<file path="config.mk">
export PLATFORM = sky130hd
export DESIGN_NAME = cp0_regfile
export DESIGN_NICKNAME = d
export VERILOG_FILES = /design/src/rtl/cp0_pkg.sv /design/src/rtl/cp0_timer.sv /design/src/rtl/cp0_regfile.sv
export SDC_FILE = /design/constraint.sdc
export NUM_CORES = 1
export LEC_CHECK = 0
export ABC_AREA = 1
export CORE_UTILIZATION = 35
export DETAILED_ROUTE_END_ITERATION = 7
export PLACE_DENSITY = 0.83
export SLEW_MARGIN = 20
export SYNTH_ARGS = -nofsm -noshare
export SYNTH_HDL_FRONTEND = slang
export SYNTH_SLANG_ARGS = --single-unit
</file>
<file path="constraint.sdc">
create_clock -name clk -period 7.18 [get_ports clk]
set_input_delay 0.718 -clock clk [delete_from_list [all_inputs] [get_ports clk]]
set_output_delay 0.718 -clock clk [all_outputs]
set_load 0.02 [all_outputs]
</file>
<file path="src/rtl/cp0_pkg.sv">
// Shared CP0 definitions: register numbers, Status/Cause bit positions,
// ExcCode values and the software write mask for Status.
package cp0_pkg;

   // CP0 register numbers (select 0)
   localparam logic [4:0] CP0_BADVADDR = 5'd8;
   localparam logic [4:0] CP0_COUNT    = 5'd9;
   localparam logic [4:0] CP0_COMPARE  = 5'd11;
   localparam logic [4:0] CP0_STATUS   = 5'd12;
   localparam logic [4:0] CP0_CAUSE    = 5'd13;
   localparam logic [4:0] CP0_EPC      = 5'd14;

   // Status bit positions
   localparam int unsigned STATUS_IE    = 0;
   localparam int unsigned STATUS_EXL   = 1;
   localparam int unsigned STATUS_IM_LO = 8;
   localparam int unsigned STATUS_IM_HI = 15;
   localparam int unsigned STATUS_BEV   = 22;

   // Cause bit positions
   localparam int unsigned CAUSE_EXC_LO = 2;
   localparam int unsigned CAUSE_EXC_HI = 6;
   localparam int unsigned CAUSE_IP_LO  = 8;
   localparam int unsigned CAUSE_IP_HI  = 15;
   localparam int unsigned CAUSE_TI     = 30;
   localparam int unsigned CAUSE_BD     = 31;

   // ExcCode values
   localparam logic [4:0] EXC_INT  = 5'h00;
   localparam logic [4:0] EXC_ADEL = 5'h04;
   localparam logic [4:0] EXC_ADES = 5'h05;
   localparam logic [4:0] EXC_SYS  = 5'h08;
   localparam logic [4:0] EXC_BP   = 5'h09;
   localparam logic [4:0] EXC_RI   = 5'h0a;
   localparam logic [4:0] EXC_OV   = 5'h0c;

   // Software-writable Status bits: IM[15:8], EXL, IE
   localparam logic [31:0] STATUS_WMASK    = 32'h0000_ff03;
   // BEV always reads back as its reset value
   localparam logic [31:0] STATUS_BEV_MASK = 32'h0040_0000;

   // Assemble the architectural Cause word from its stored fields
   function automatic logic [31:0] pack_cause(input logic       bd,
                                              input logic       ti,
                                              input logic [7:0] ip,
                                              input logic [4:0] exc);
      logic [31:0] c;
      c = '0;
      c[CAUSE_BD]                   = bd;
      c[CAUSE_TI]                   = ti;
      c[CAUSE_IP_HI:CAUSE_IP_LO]    = ip;
      c[CAUSE_EXC_HI:CAUSE_EXC_LO]  = exc;
      return c;
   endfunction

endpackage

</file>
<file path="src/rtl/cp0_timer.sv">
// CP0 Count/Compare timer: prescaler, free-running Count, Compare and the
// sticky timer interrupt flag TI.
module cp0_timer #(
   parameter int COUNT_DIV = 2
) (
   input  logic        clk,
   input  logic        rst,
   input  logic        count_we,
   input  logic        compare_we,
   input  logic [31:0] wdata,
   output logic [31:0] count,
   output logic [31:0] compare,
   output logic        ti
);

   localparam int DIV_W = (COUNT_DIV > 1) ? $clog2(COUNT_DIV) : 1;
   localparam logic [DIV_W-1:0] DIV_MAX = DIV_W'(COUNT_DIV - 1);

   logic [DIV_W-1:0] div_q;
   logic             div_wrap;

   assign div_wrap = (div_q == DIV_MAX);

   // Prescaler and Count; a software load restarts the prescaler and
   // suppresses the increment for that cycle
   always_ff @(posedge clk or posedge rst) begin
      if (rst) begin
         div_q <= '0;
         count <= '0;
      end else if (count_we) begin
         div_q <= '0;
         count <= wdata;
      end else if (div_wrap) begin
         div_q <= '0;
         count <= count + 32'd1;
      end else begin
         div_q <= div_q + 1'b1;
      end
   end

   // Compare register and sticky TI; writing Compare clears TI even if the
   // current Count matches in the same cycle. Compare==0 never matches.
   always_ff @(posedge clk or posedge rst) begin
      if (rst) begin
         compare <= '0;
         ti      <= 1'b0;
      end else if (compare_we) begin
         compare <= wdata;
         ti      <= 1'b0;
      end else if ((count == compare) && (compare != 32'd0)) begin
         ti      <= 1'b1;
      end
   end

endmodule

</file>
<file path="src/rtl/cp0_regfile.sv">
// MIPS32 CP0 register file: exception commit, ERET, MTC0/MFC0, interrupt
// pending vector and interrupt request.
// Optional feature macro CP0_TIMER_EN: when defined, Count/Compare and the
// timer interrupt TI are implemented by cp0_timer; otherwise registers 9/11
// read 0, writes to them are dropped and TI is 0.
// Same-cycle priority per field: exc_occur > eret > mtc0_we.
module cp0_regfile
   import cp0_pkg::*;
#(
   parameter int          COUNT_DIV  = 2,
   parameter logic [31:0] STATUS_RST = 32'h0040_0000
) (
   input  logic        clk,
   input  logic        rst,
   input  logic        mtc0_we,
   input  logic [4:0]  mtc0_addr,
   input  logic [31:0] mtc0_wdata,
   input  logic [4:0]  mfc0_addr,
   output logic [31:0] mfc0_rdata,
   input  logic        exc_occur,
   input  logic [4:0]  exc_code,
   input  logic [31:0] exc_epc,
   input  logic        exc_bd,
   input  logic        exc_badv_we,
   input  logic [31:0] exc_badvaddr,
   input  logic        eret,
   input  logic [5:0]  hw_int,
   output logic [31:0] status_o,
   output logic [31:0] cause_o,
   output logic [31:0] epc_o,
   output logic [7:0]  cause_ip,
   output logic        int_req
);

   logic [7:0]  status_im;
   logic        status_exl;
   logic        status_ie;
   logic        cause_bd;
   logic [5:0]  cause_ip_hw;
   logic [1:0]  cause_ip_sw;
   logic [4:0]  cause_exc;
   logic [31:0] epc_q;
   logic [31:0] badvaddr_q;

   logic [31:0] count;
   logic [31:0] compare;
   logic        ti;

   logic wr_status;
   logic wr_cause;
   logic wr_epc;

   assign wr_status = mtc0_we && (mtc0_addr == CP0_STATUS);
   assign wr_cause  = mtc0_we && (mtc0_addr == CP0_CAUSE);
   assign wr_epc    = mtc0_we && (mtc0_addr == CP0_EPC);

`ifdef CP0_TIMER_EN
   cp0_timer #(
      .COUNT_DIV (COUNT_DIV)
   ) u_timer (
      .clk        (clk),
      .rst        (rst),
      .count_we   (mtc0_we && (mtc0_addr == CP0_COUNT)),
      .compare_we (mtc0_we && (mtc0_addr == CP0_COMPARE)),
      .wdata      (mtc0_wdata),
      .count      (count),
      .compare    (compare),
      .ti         (ti)
   );
`else
   assign count   = 32'd0;
   assign compare = 32'd0;
   assign ti      = 1'b0;
`endif

   // Status: IM/IE follow MTC0; EXL is set by exceptions, cleared by ERET,
   // and only then writable by software
   always_ff @(posedge clk or posedge rst) begin
      if (rst) begin
         status_im  <= STATUS_RST[STATUS_IM_HI:STATUS_IM_LO];
         status_exl <= STATUS_RST[STATUS_EXL];
         status_ie  <= STATUS_RST[STATUS_IE];
      end else begin
         if (wr_status) begin
            status_im <= mtc0_wdata[STATUS_IM_HI:STATUS_IM_LO];
            status_ie <= mtc0_wdata[STATUS_IE];
         end
         if (exc_occur)
            status_exl <= 1'b1;
         else if (eret)
            status_exl <= 1'b0;
         else if (wr_status)
            status_exl <= mtc0_wdata[STATUS_EXL];
      end
   end

   // Cause: hardware IP sampled every cycle, software IP via MTC0,
   // BD/ExcCode recorded on exception commit
   always_ff @(posedge clk or posedge rst) begin
      if (rst) begin
         cause_ip_hw <= '0;
         cause_ip_sw <= '0;
         cause_bd    <= 1'b0;
         cause_exc   <= '0;
      end else begin
         cause_ip_hw <= {hw_int[5] | ti, hw_int[4:0]};
         if (wr_cause)
            cause_ip_sw <= mtc0_wdata[CAUSE_IP_LO+1:CAUSE_IP_LO];
         if (exc_occur) begin
            cause_bd  <= exc_bd;
            cause_exc <= exc_code;
         end
      end
   end

   // EPC and BadVAddr; the exception commit overrides a same-cycle MTC0 EPC
   always_ff @(posedge clk or posedge rst) begin
      if (rst) begin
         epc_q      <= '0;
         badvaddr_q <= '0;
      end else begin
         if (exc_occur)
            epc_q <= exc_epc;
         else if (wr_epc)
            epc_q <= mtc0_wdata;
         if (exc_occur && exc_badv_we)
            badvaddr_q <= exc_badvaddr;
      end
   end

   assign status_o = (STATUS_RST & STATUS_BEV_MASK)
                   | {16'd0, status_im, 6'd0, status_exl, status_ie};
   assign cause_ip = {cause_ip_hw, cause_ip_sw};
   assign cause_o  = pack_cause(cause_bd, ti, cause_ip, cause_exc);
   assign epc_o    = epc_q;
   assign int_req  = status_ie && !status_exl && |(cause_ip & status_im);

   // MFC0 read mux; unimplemented registers read 0
   always_comb begin
      mfc0_rdata = 32'd0;
      case (mfc0_addr)
         CP0_BADVADDR: mfc0_rdata = badvaddr_q;
         CP0_COUNT:    mfc0_rdata = count;
         CP0_COMPARE:  mfc0_rdata = compare;
         CP0_STATUS:   mfc0_rdata = status_o;
         CP0_CAUSE:    mfc0_rdata = cause_o;
         CP0_EPC:      mfc0_rdata = epc_q;
         default:      mfc0_rdata = 32'd0;
      endcase
   end

endmodule

</file>
==> impl_metrics.py, run 1 <==
metrics = {
    "worst_setup_path": {
        "crit_start": "mfc0_addr[0]",
        "arrival_ns": 3.17,
        "crit_path_start_kind": "primary input",
        "cp.required_ns": 6.46,
        "r2r_cells": 1,
        "worst-r2r-setup-slack_ns": 6.38,
        "path_max_fanout": 33,
        "r2r-end": "badvaddr_q[22]",
        "r2r_start": "badvaddr_q[22]",
        "worst-setup-path-type": "primary input to output pin",
        "critPathCaptureType": "output pin",
        "endpoint": "mfc0_rdata[21]",
    },
    "floorplan": {
        "num_rows": 43,
        "die_w_um": 122,
        "initial_core_util_pct": 36.1,
        "core_mm2": 0.0139,
        "dieArea_mm2": 0.0149,
        "die_height_um": 122,
        "ioPinCount": 261,
    },
    "run_status": {
        "status": "completed",
    },
    "synthesis": {
        "ys_seq_area_share_pct": 43.8,
        "ys.flop_type": "dfrtp_1",
        "synthTopCellsByCount": "nand2_1 (220), nand3_1 (96), dfrtp_1 (88), buf_4 (58), inv_1 (48)",
        "synth.most_common_cell": "nand2_1",
        "synth_edf_count": 0,
        "synthesis.area_mm2": 0.00503,
        "ys_ff_latch": 88,
        "synthCells": 661,
        "synth.avg_cell_area_um2": 7.61,
        "ys_warn_count": 0,
        "synth_top_area_share_pct": 43.8,
        "synth_area_leaders": "dfrtp_1 (44%), nand2_1 (16%), nand3_1 (9.5%)",
        "async_flop_share_pct": 100,
        "synth_area_leader_cell": "dfrtp_1",
        "yosysUniqueCellTypes": 23,
    },
    "grt": {
        "grt_usage_pct": 22.2,
        "grt_pass1_wl_um": 25000,
        "antenna_found_initial": 0,
        "grt_max_degree": 63,
        "grt_pass1_vias": 4558,
        "overflow": 0,
    },
    "drt": {
        "vias_per_cell": 4.81,
        "first_pass_iters": 5,
        "route.detailed.wl_per_inst_um": 16.0,
        "first_iter_violations": 310,
        "drc": 0,
        "dr_total_vias": 4962,
        "routed_wl_um": 16500,
        "antenna_left": 0,
    },
    "finish": {
        "fin_nets": 970,
        "area_growth_pct": 46.3,
        "final_util_pct": 52.8,
        "drive_gt1_share_pct": 6.35,
        "n_antenna_cell": 0,
        "fill_cells": 1316,
    },
    "sta": {
        "rsz0062_at_grt": "false",
        "finalHoldViolCount": 0,
        "slew_violations": 0,
        "timing.final.crit_share_pct": 54.2,
        "skew_ns": 0,
        "period_needed_ns": 3.89,
        "setup_viol": 0,
        "fmax_mhz": 257,
        "slew_headroom_pct": 29.1,
        "final.setup.tns_ns": 0,
        "tightest_slew_ns": 1.06,
    },
    "clock_network": {
        "cts-root-buf": "clkbuf_16",
        "postCtsHoldBufs": 0,
        "clk_pin_slew_ns": 0.06,
        "cts.path.max_buffers": 2,
        "cts_tree": "done",
        "ctsResizeCount": 0,
        "clkLatencyLatePin_ns": 0.32,
        "h-tree-depth": 3,
        "cts_made_buffers": 9,
        "cts_setup_buffers": 0,
        "cts_sinks": 88,
    },
    "place": {
        "io_buffers": 220,
        "dp.final_hpwl_um": 12400,
        "finalWeightedCongestion": 0.909,
    },
    "power": {
        "netSwitchingFraction_pct": 30.8,
        "pwr-share-clk_pct": 32.5,
        "comb_power_share_pct": 25.9,
        "seq_power_share_pct": 41.6,
        "p_leak_uw": 0.00352,
        "irDropWorstVdd_mv": 0.0946,
        "p_sw_uw": 456,
        "internal-power_uw": 1030,
        "p_per_area_mw_per_mm2": 201,
    },
    "min_path": {
        "hp-class": "flop to flop",
    },
    "job": {
        "drv_cap": 0,
    },
}
sequential cells by signal (all words and copies together), names as in the netlist:
register	flops
epc_o	32
cause_ip_sw	2
cause_bd	1
status_ie	1
status_im	8
status_exl	1
badvaddr_q	32
cause_exc	5
cause_ip_hw	6
metrics by stage:
step,worst slack (ns),total power (uW),hold slack (ns),cell area (um^2),instances
global placement,3.37,1000,0.475,7050,1015
detailed placement,3.32,1010,0.484,7050,1015
finish,3.29,1480,0.501,7360,1031
floorplan,4.18,820,0.465,5170,699
CTS,3.31,1490,0.498,7360,1031
global route,3.11,1550,0.529,7360,1031
worst min-delay path by stage:
stage | start | to | slack [ns] | depth (start not counted)
after floorplan | badvaddr_q[22] | badvaddr_q[22] | 0.46 | 1
after global placement | badvaddr_q[31] | badvaddr_q[31] | 0.47 | 1
after detailed placement | badvaddr_q[2] | badvaddr_q[2] | 0.48 | 1
after CTS | badvaddr_q[2] | badvaddr_q[2] | 0.50 | 1
after global routing | badvaddr_q[5] | badvaddr_q[5] | 0.53 | 1
final | badvaddr_q[2] | badvaddr_q[2] | 0.50 | 1
power groups by stage:
stage | Sequential [uW] | Combinational, uW | Clock [uW]
2_1_floorplan | 643 | 177 | 0
3_3_place_gp | 621 | 379 | 0
3_5_place_dp | 623 | 385 | 0
4_1_cts | 615 | 387 | 491
5_1_grt | 623 | 414 | 514
6_report | 617 | 383 | 482
layer usage:
layer,vias to the layer above,GRT usage [%],part of all wire [%]
met4,0,10.3,3.6
met1,2319,31.3,44
li1,2390,-,-
met2,214,34.3,47
met3,39,2.11,5.5
met5,-,0,0
layout make-up:
cell class | count | area (um^2) | share of cell area [%]
inverter | 51 | 193 | 2.62
timing repair buffer | 224 | 2230 | 30.3
clock inverter | 4 | 52.6 | 0.714
tap | 180 | 225 | 3.06
sequential | 88 | 2200 | 29.9
clock buffer | 12 | 256 | 3.49
multi-input combinational | 472 | 2200 | 29.9
worst max-delay path, stage by stage:
cell and delay [ns]:
clkdlybuf4s50_1 0.48, nor2_2 0.13, buf_4 0.34, nand2_1 0.14
inv_2 0.19, nand2_2 0.26, o21ai_0 0.26, clkdlybuf4s50_1 0.64
kinds of logic (layout without fill, tap and decap cells):
family                 after synthesis  in the layout  share of synthesized area (%)
AO/OA/AOI/OAI                       52             52                           5.97
buffers and inverters              139            291                           15.3
flip-flops                          88             88                           43.8
multiplexers                        18             18                           4.03
other                                2             40                          0.149
AND/OR/NAND/NOR                    362            362                           30.8
placed cells by master, fill, tap and decap left out, drive strengths merged:
cell	count
a21oi	15
buf	5
bufinv	1
clkbuf	12
clkdlybuf4s50	219
clkinv	1
clkinvlp	3
conb	40
dfrtp	88
inv	50
mux2	18
nand2	222
nand3	96
nand3b	1
nand4	16
nor2	27
o211ai	1
o21ai	36
No activity file was read; power rests on OpenSTA's default activity.
==> inputs of run 2 (changes only) <==
- clock period: 7.18 -> 3.8 ns (I/O delays scaled with it)
==> run 2 against run 1 <==
  * Final cell count is 0.39% higher
  * Sequential share of layout area is 0.11 points lower
  * Final area is 0.36% higher
  * Routed wire length is 1.7% lower
  * Total power is 88% higher
  * Register-to-register slack worse by 3.4 ns
  * Worst setup slack worse by 2.5 ns
  * Global-route usage is 0.40 points lower
  * Critical path depth is 1 higher
  * Combinational power is 89% higher
  * Sequential power is 90% higher
==> impl_metrics.py, run 2 (same netlist as run 1, synthesis figures left out) <==
metrics = {
    "run_status": {
        "status": "completed",
    },
    "drt": {
        "route.detailed.wl_per_inst_um": 15.7,
        "vias_per_cell": 4.80,
        "first_iter_violations": 310,
        "first_pass_iters": 5,
        "routed_wl_um": 16200,
        "antenna_left": 0,
        "drc": 0,
        "dr_total_vias": 4964,
    },
    "job": {
        "drv_cap": 0,
    },
    "power": {
        "p_per_area_mw_per_mm2": 378,
        "irDropWorstVdd_mv": 0.168,
        "p_leak_uw": 0.00354,
        "seq_power_share_pct": 41.7,
        "netSwitchingFraction_pct": 31.6,
        "comb_power_share_pct": 26.0,
        "p_sw_uw": 882,
        "pwr-share-clk_pct": 32.3,
        "internal-power_uw": 1910,
    },
    "grt": {
        "grt_usage_pct": 21.8,
        "overflow": 0,
        "grt_max_degree": 62,
        "grt_pass1_wl_um": 24600,
        "grt_pass1_vias": 4576,
        "antenna_found_initial": 0,
    },
    "finish": {
        "fin_nets": 974,
        "ff_latch_area_mm2": 0.00220,
        "drive_gt1_share_pct": 6.90,
        "n_antenna_cell": 0,
        "mostFrequentLayoutCells": "nand2_1 (219), clkdlybuf4s50_1 (219), nand3_1 (96)",
        "area_growth_pct": 46.8,
        "multiInputGateArea_mm2": 0.00220,
        "fill_cells": 1328,
    },
    "clock_network": {
        "cts_made_buffers": 9,
        "postCtsHoldBufs": 0,
        "h-tree-depth": 3,
        "clkLatencyLatePin_ns": 0.33,
        "cts_setup_buffers": 0,
        "cts.path.max_buffers": 2,
        "cts_tree": "done",
        "cts_sinks": 88,
        "cts-root-buf": "clkbuf_16",
        "ctsResizeCount": 0,
        "clk_pin_slew_ns": 0.07,
    },
    "place": {
        "io_buffers": 220,
        "finalWeightedCongestion": 0.920,
        "dp.final_hpwl_um": 12400,
    },
    "worst_setup_path": {
        "cp.required_ns": 3.42,
        "r2r_cells": 2,
        "worst-setup-path-type": "primary input to output pin",
        "r2r-end": "cause_ip_sw[1]",
        "crit_path_start_kind": "primary input",
        "arrival_ns": 2.58,
        "r2r_start": "cause_ip_sw[1]",
        "worst-r2r-setup-slack_ns": 2.99,
        "critPathCaptureType": "output pin",
        "path_max_fanout": 25,
    },
    "sta": {
        "period_needed_ns": 2.96,
        "setup_viol": 0,
        "timing.final.crit_share_pct": 77.9,
        "finalHoldViolCount": 0,
        "slew_violations": 0,
        "tightest_slew_ns": 0.648,
        "rsz0062_at_grt": "false",
        "fmax_mhz": 338,
        "whs_ns": 0.345,
        "final.setup.tns_ns": 0,
        "skew_ns": 0,
        "slew_headroom_pct": 56.8,
    },
    "min_path": {
        "hp-class": "primary input to asynchronous set/reset pin",
    },
    "floorplan": {
        "core_mm2": 0.0139,
        "initial_core_util_pct": 36.1,
        "die_w_um": 122,
        "num_rows": 43,
        "ioPinCount": 261,
        "dieArea_mm2": 0.0149,
        "die_height_um": 122,
    },
}
-- run 2: layout make-up --
| class | instances | share of cell area [%] |
|---|---|---|
| Clock inverter | 7 | 1.08 |
| Inverter | 51 | 2.61 |
| Timing Repair Buffer | 228 | 30.6 |
| Sequential cell | 88 | 29.8 |
| Tap cell | 180 | 3.05 |
| Multi-Input combinational cell | 472 | 29.8 |
| Clock buffer | 9 | 3.05 |
-- run 2: through the flow --
stage	cell area [um^2]	setup slack, ns	util [%]	std cells	power [uW]
6_report	7390	0.839	53.0	1035	2790
5_1_grt	7390	0.701	53.0	1035	2920
4_1_cts	7380	0.821	53.0	1035	2810
3_5_place_dp	7080	0.836	50.8	1019	1910
3_3_place_gp	7080	0.897	50.8	1019	1890
2_1_floorplan	5170	1.14	-	699	1550
-- run 2: worst max path at each step --
| stage | start | end | cells past startpoint |
|---|---|---|---|
| global route | mfc0_addr[2] | mfc0_rdata[8] | 9 |
| global placement | mfc0_addr[2] | mfc0_rdata[8] | 9 |
| CTS | mfc0_addr[2] | mfc0_rdata[8] | 9 |
| finish | mfc0_addr[2] | mfc0_rdata[8] | 9 |
| detailed placement | mfc0_addr[2] | mfc0_rdata[8] | 9 |
| floorplan | rst | badvaddr_q[0] | 1 |
-- run 2: power groups by stage --
stage / registers [uW] / clock network (uW) / logic (uW)
after floorplan: 1220 / 0 / 334
after global placement: 1180 / 0 / 715
after detailed placement: 1180 / 0 / 727
after CTS: 1160 / 917 / 730
after global routing: 1180 / 961 / 782
final: 1170 / 902 / 725
-- run 2: routing by layer --
metal	up-vias	GRT usage, %	share of wire, %
met1	2310	30.9	45
li1	2401	-	-
met3	31	3.14	6.2
met4	0	8.41	2.5
met2	222	33.4	47
met5	-	0	0
-- run 2: worst max-delay path, stage by stage --
cell and delay (ns):
clkdlybuf4s50_1 0.52, nand2_1 0.16, nor2_2 0.28, buf_4 0.34
nand3_1 0.12, nand2_1 0.08, inv_1 0.04, nand2_1 0.05
clkdlybuf4s50_1 0.62
==> inputs of run 3 (changes only) <==
- clock period: 3.8 -> 3.1 ns (I/O delays scaled with it)
==> run 3 against run 2 <==
  * Core utilization up 0.22 points
  * Clock power up 33%
  * Non-clock buffer count up 1
  * Total power increased by 26%
  * Clock skew unchanged
  * Sequential share of layout area fell by 0.12 points
  * Critical path depth fell by 1
  * Critical endpoint is now mfc0_rdata[10]
  * Largest cell class unchanged
  * Highest routed layer unchanged
==> impl_metrics.py, run 3 (same netlist as run 1, synthesis figures left out) <==
metrics = {
    "worst_setup_path": {
        "critPathTopFamily": "buffers and inverters",
        "slowest_stage": "clkdlybuf4s50_1",
        "path_cells": "clkdlybuf4s50_1 > nand2_1 > nor2_2 > nand3_1 > nand2_1 > inv_1 > nand2_1 > clkdlybuf4s50_1",
        "worst-setup-path-type": "primary input to output pin",
        "crit_path_start_kind": "primary input",
        "crit_buf_inv": 3,
        "cp.required_ns": 2.79,
        "arrival_ns": 2.41,
        "path_max_fanout": 14,
        "crit_path_frequent_cell": "nand2_1",
        "cpPeakStageDelay_ns": 0.61,
        "critPathCaptureType": "output pin",
    },
    "drt": {
        "first_iter_violations": 339,
        "vias_per_cell": 4.77,
        "dr_total_vias": 4942,
        "routed_wl_um": 16400,
        "dr_wl_met2_um": 7590,
        "drc": 0,
        "first_pass_iters": 5,
        "antenna_left": 0,
        "wl_met1_um": 7530,
        "dr.max_layer_used": "met4",
        "route.detailed.wl_per_inst_um": 15.8,
        "met3WireLength_um": 940,
    },
    "min_path": {
        "hp-class": "primary input to asynchronous set/reset pin",
    },
    "sta": {
        "slew_headroom_pct": 57.6,
        "timing.final.crit_share_pct": 87.8,
        "fmax_mhz": 367,
        "period_needed_ns": 2.72,
        "slew_violations": 0,
        "final.setup.tns_ns": 0,
        "rsz0062_at_grt": "false",
        "finalHoldViolCount": 0,
        "tightest_slew_ns": 0.635,
        "skew_ns": 0,
        "setup_viol": 0,
    },
    "power": {
        "irDropWorstVdd_mv": 0.285,
        "p_leak_uw": 0.00357,
        "p_per_area_mw_per_mm2": 475,
    },
    "finish": {
        "drive_gt1_share_pct": 6.89,
        "fill_cells": 1273,
        "mostFrequentLayoutCells": "nand2_1 (220), clkdlybuf4s50_1 (219), nand3_1 (96)",
        "n_antenna_cell": 0,
        "layout.cells.non_filler": 1036,
        "multiInputGateArea_mm2": 0.00220,
        "ff_latch_area_mm2": 0.00220,
        "fin_nets": 975,
        "final_common_cell": "nand2_1",
        "area_growth_pct": 47.4,
    },
    "grt": {
        "grt_max_degree": 47,
        "grt_pass1_wl_um": 24600,
        "antenna_found_initial": 0,
        "grt_pass1_vias": 4357,
        "overflow": 0,
        "grt_usage_pct": 22.0,
    },
    "place": {
        "dp.final_hpwl_um": 12400,
        "finalWeightedCongestion": 0.945,
        "io_buffers": 220,
        "dp.cells": 1020,
    },
    "floorplan": {
        "num_rows": 43,
        "dieArea_mm2": 0.0149,
        "core_mm2": 0.0139,
        "die_height_um": 122,
        "die_w_um": 122,
        "ioPinCount": 261,
        "initial_core_util_pct": 36.1,
    },
    "clock_network": {
        "h-tree-depth": 3,
        "cts-root-buf": "clkbuf_16",
        "cts_made_buffers": 9,
        "cts_setup_buffers": 0,
        "postCtsHoldBufs": 0,
        "cts_sinks": 88,
        "ctsResizeCount": 0,
        "clkLatencyLatePin_ns": 0.33,
        "cts_tree": "done",
        "clk_pin_slew_ns": 0.06,
        "cts.path.max_buffers": 2,
    },
    "run_status": {
        "status": "completed",
    },
    "job": {
        "drv_cap": 0,
    },
}
[run 3: per-stage QoR]
stage	setup WS, ns	util, %	total power (uW)	area (um^2)	hold slack (ns)
after floorplan	0.511	-	1900	5170	0.341
after global placement	0.451	50.8	2330	7090	0.479
after detailed placement	0.404	50.8	2340	7090	0.484
after CTS	0.400	53.2	3540	7420	0.362
after global routing	0.189	53.2	3670	7420	0.390
final	0.377	53.2	3520	7420	0.349
[run 3: layout make-up]
class	instances	area share (%)
repair buffers	229	30.5
clock inverters	6	1.23
multi-input cells	472	29.7
inverters	51	2.60
well taps	180	3.04
flip-flops and latches	88	29.7
clock buffers	10	3.22
[run 3: per-layer routing]
layer,track usage [%],vias up
li1,-,2399
met1,32.4,2288
met2,33.1,236
met3,2.81,19
met4,7.79,0
met5,0,-
[run 3: final timing paths]
kind / cells after the start / start / to / slack [ns]
min in group clk: 1 / hw_int[4] / cause_ip_hw[4] / 0.41
worst max register to register: 1 / badvaddr_q[22] / badvaddr_q[22] / 2.29
worst min register to register: 1 / badvaddr_q[31] / badvaddr_q[31] / 0.50
max in group asynchronous: 3 / rst / badvaddr_q[13] / 1.90
worst min-delay path: 2 / rst / badvaddr_q[16] / 0.35
worst max-delay path: 8 / mfc0_addr[2] / mfc0_rdata[10] / 0.38
[run 3: where the power goes]
group          switching, uW  internal (uW)  total, uW
Clock                    463            733       1200
Sequential               143           1290       1430
Combinational            471            421        891
Total                   1080           2440       3520
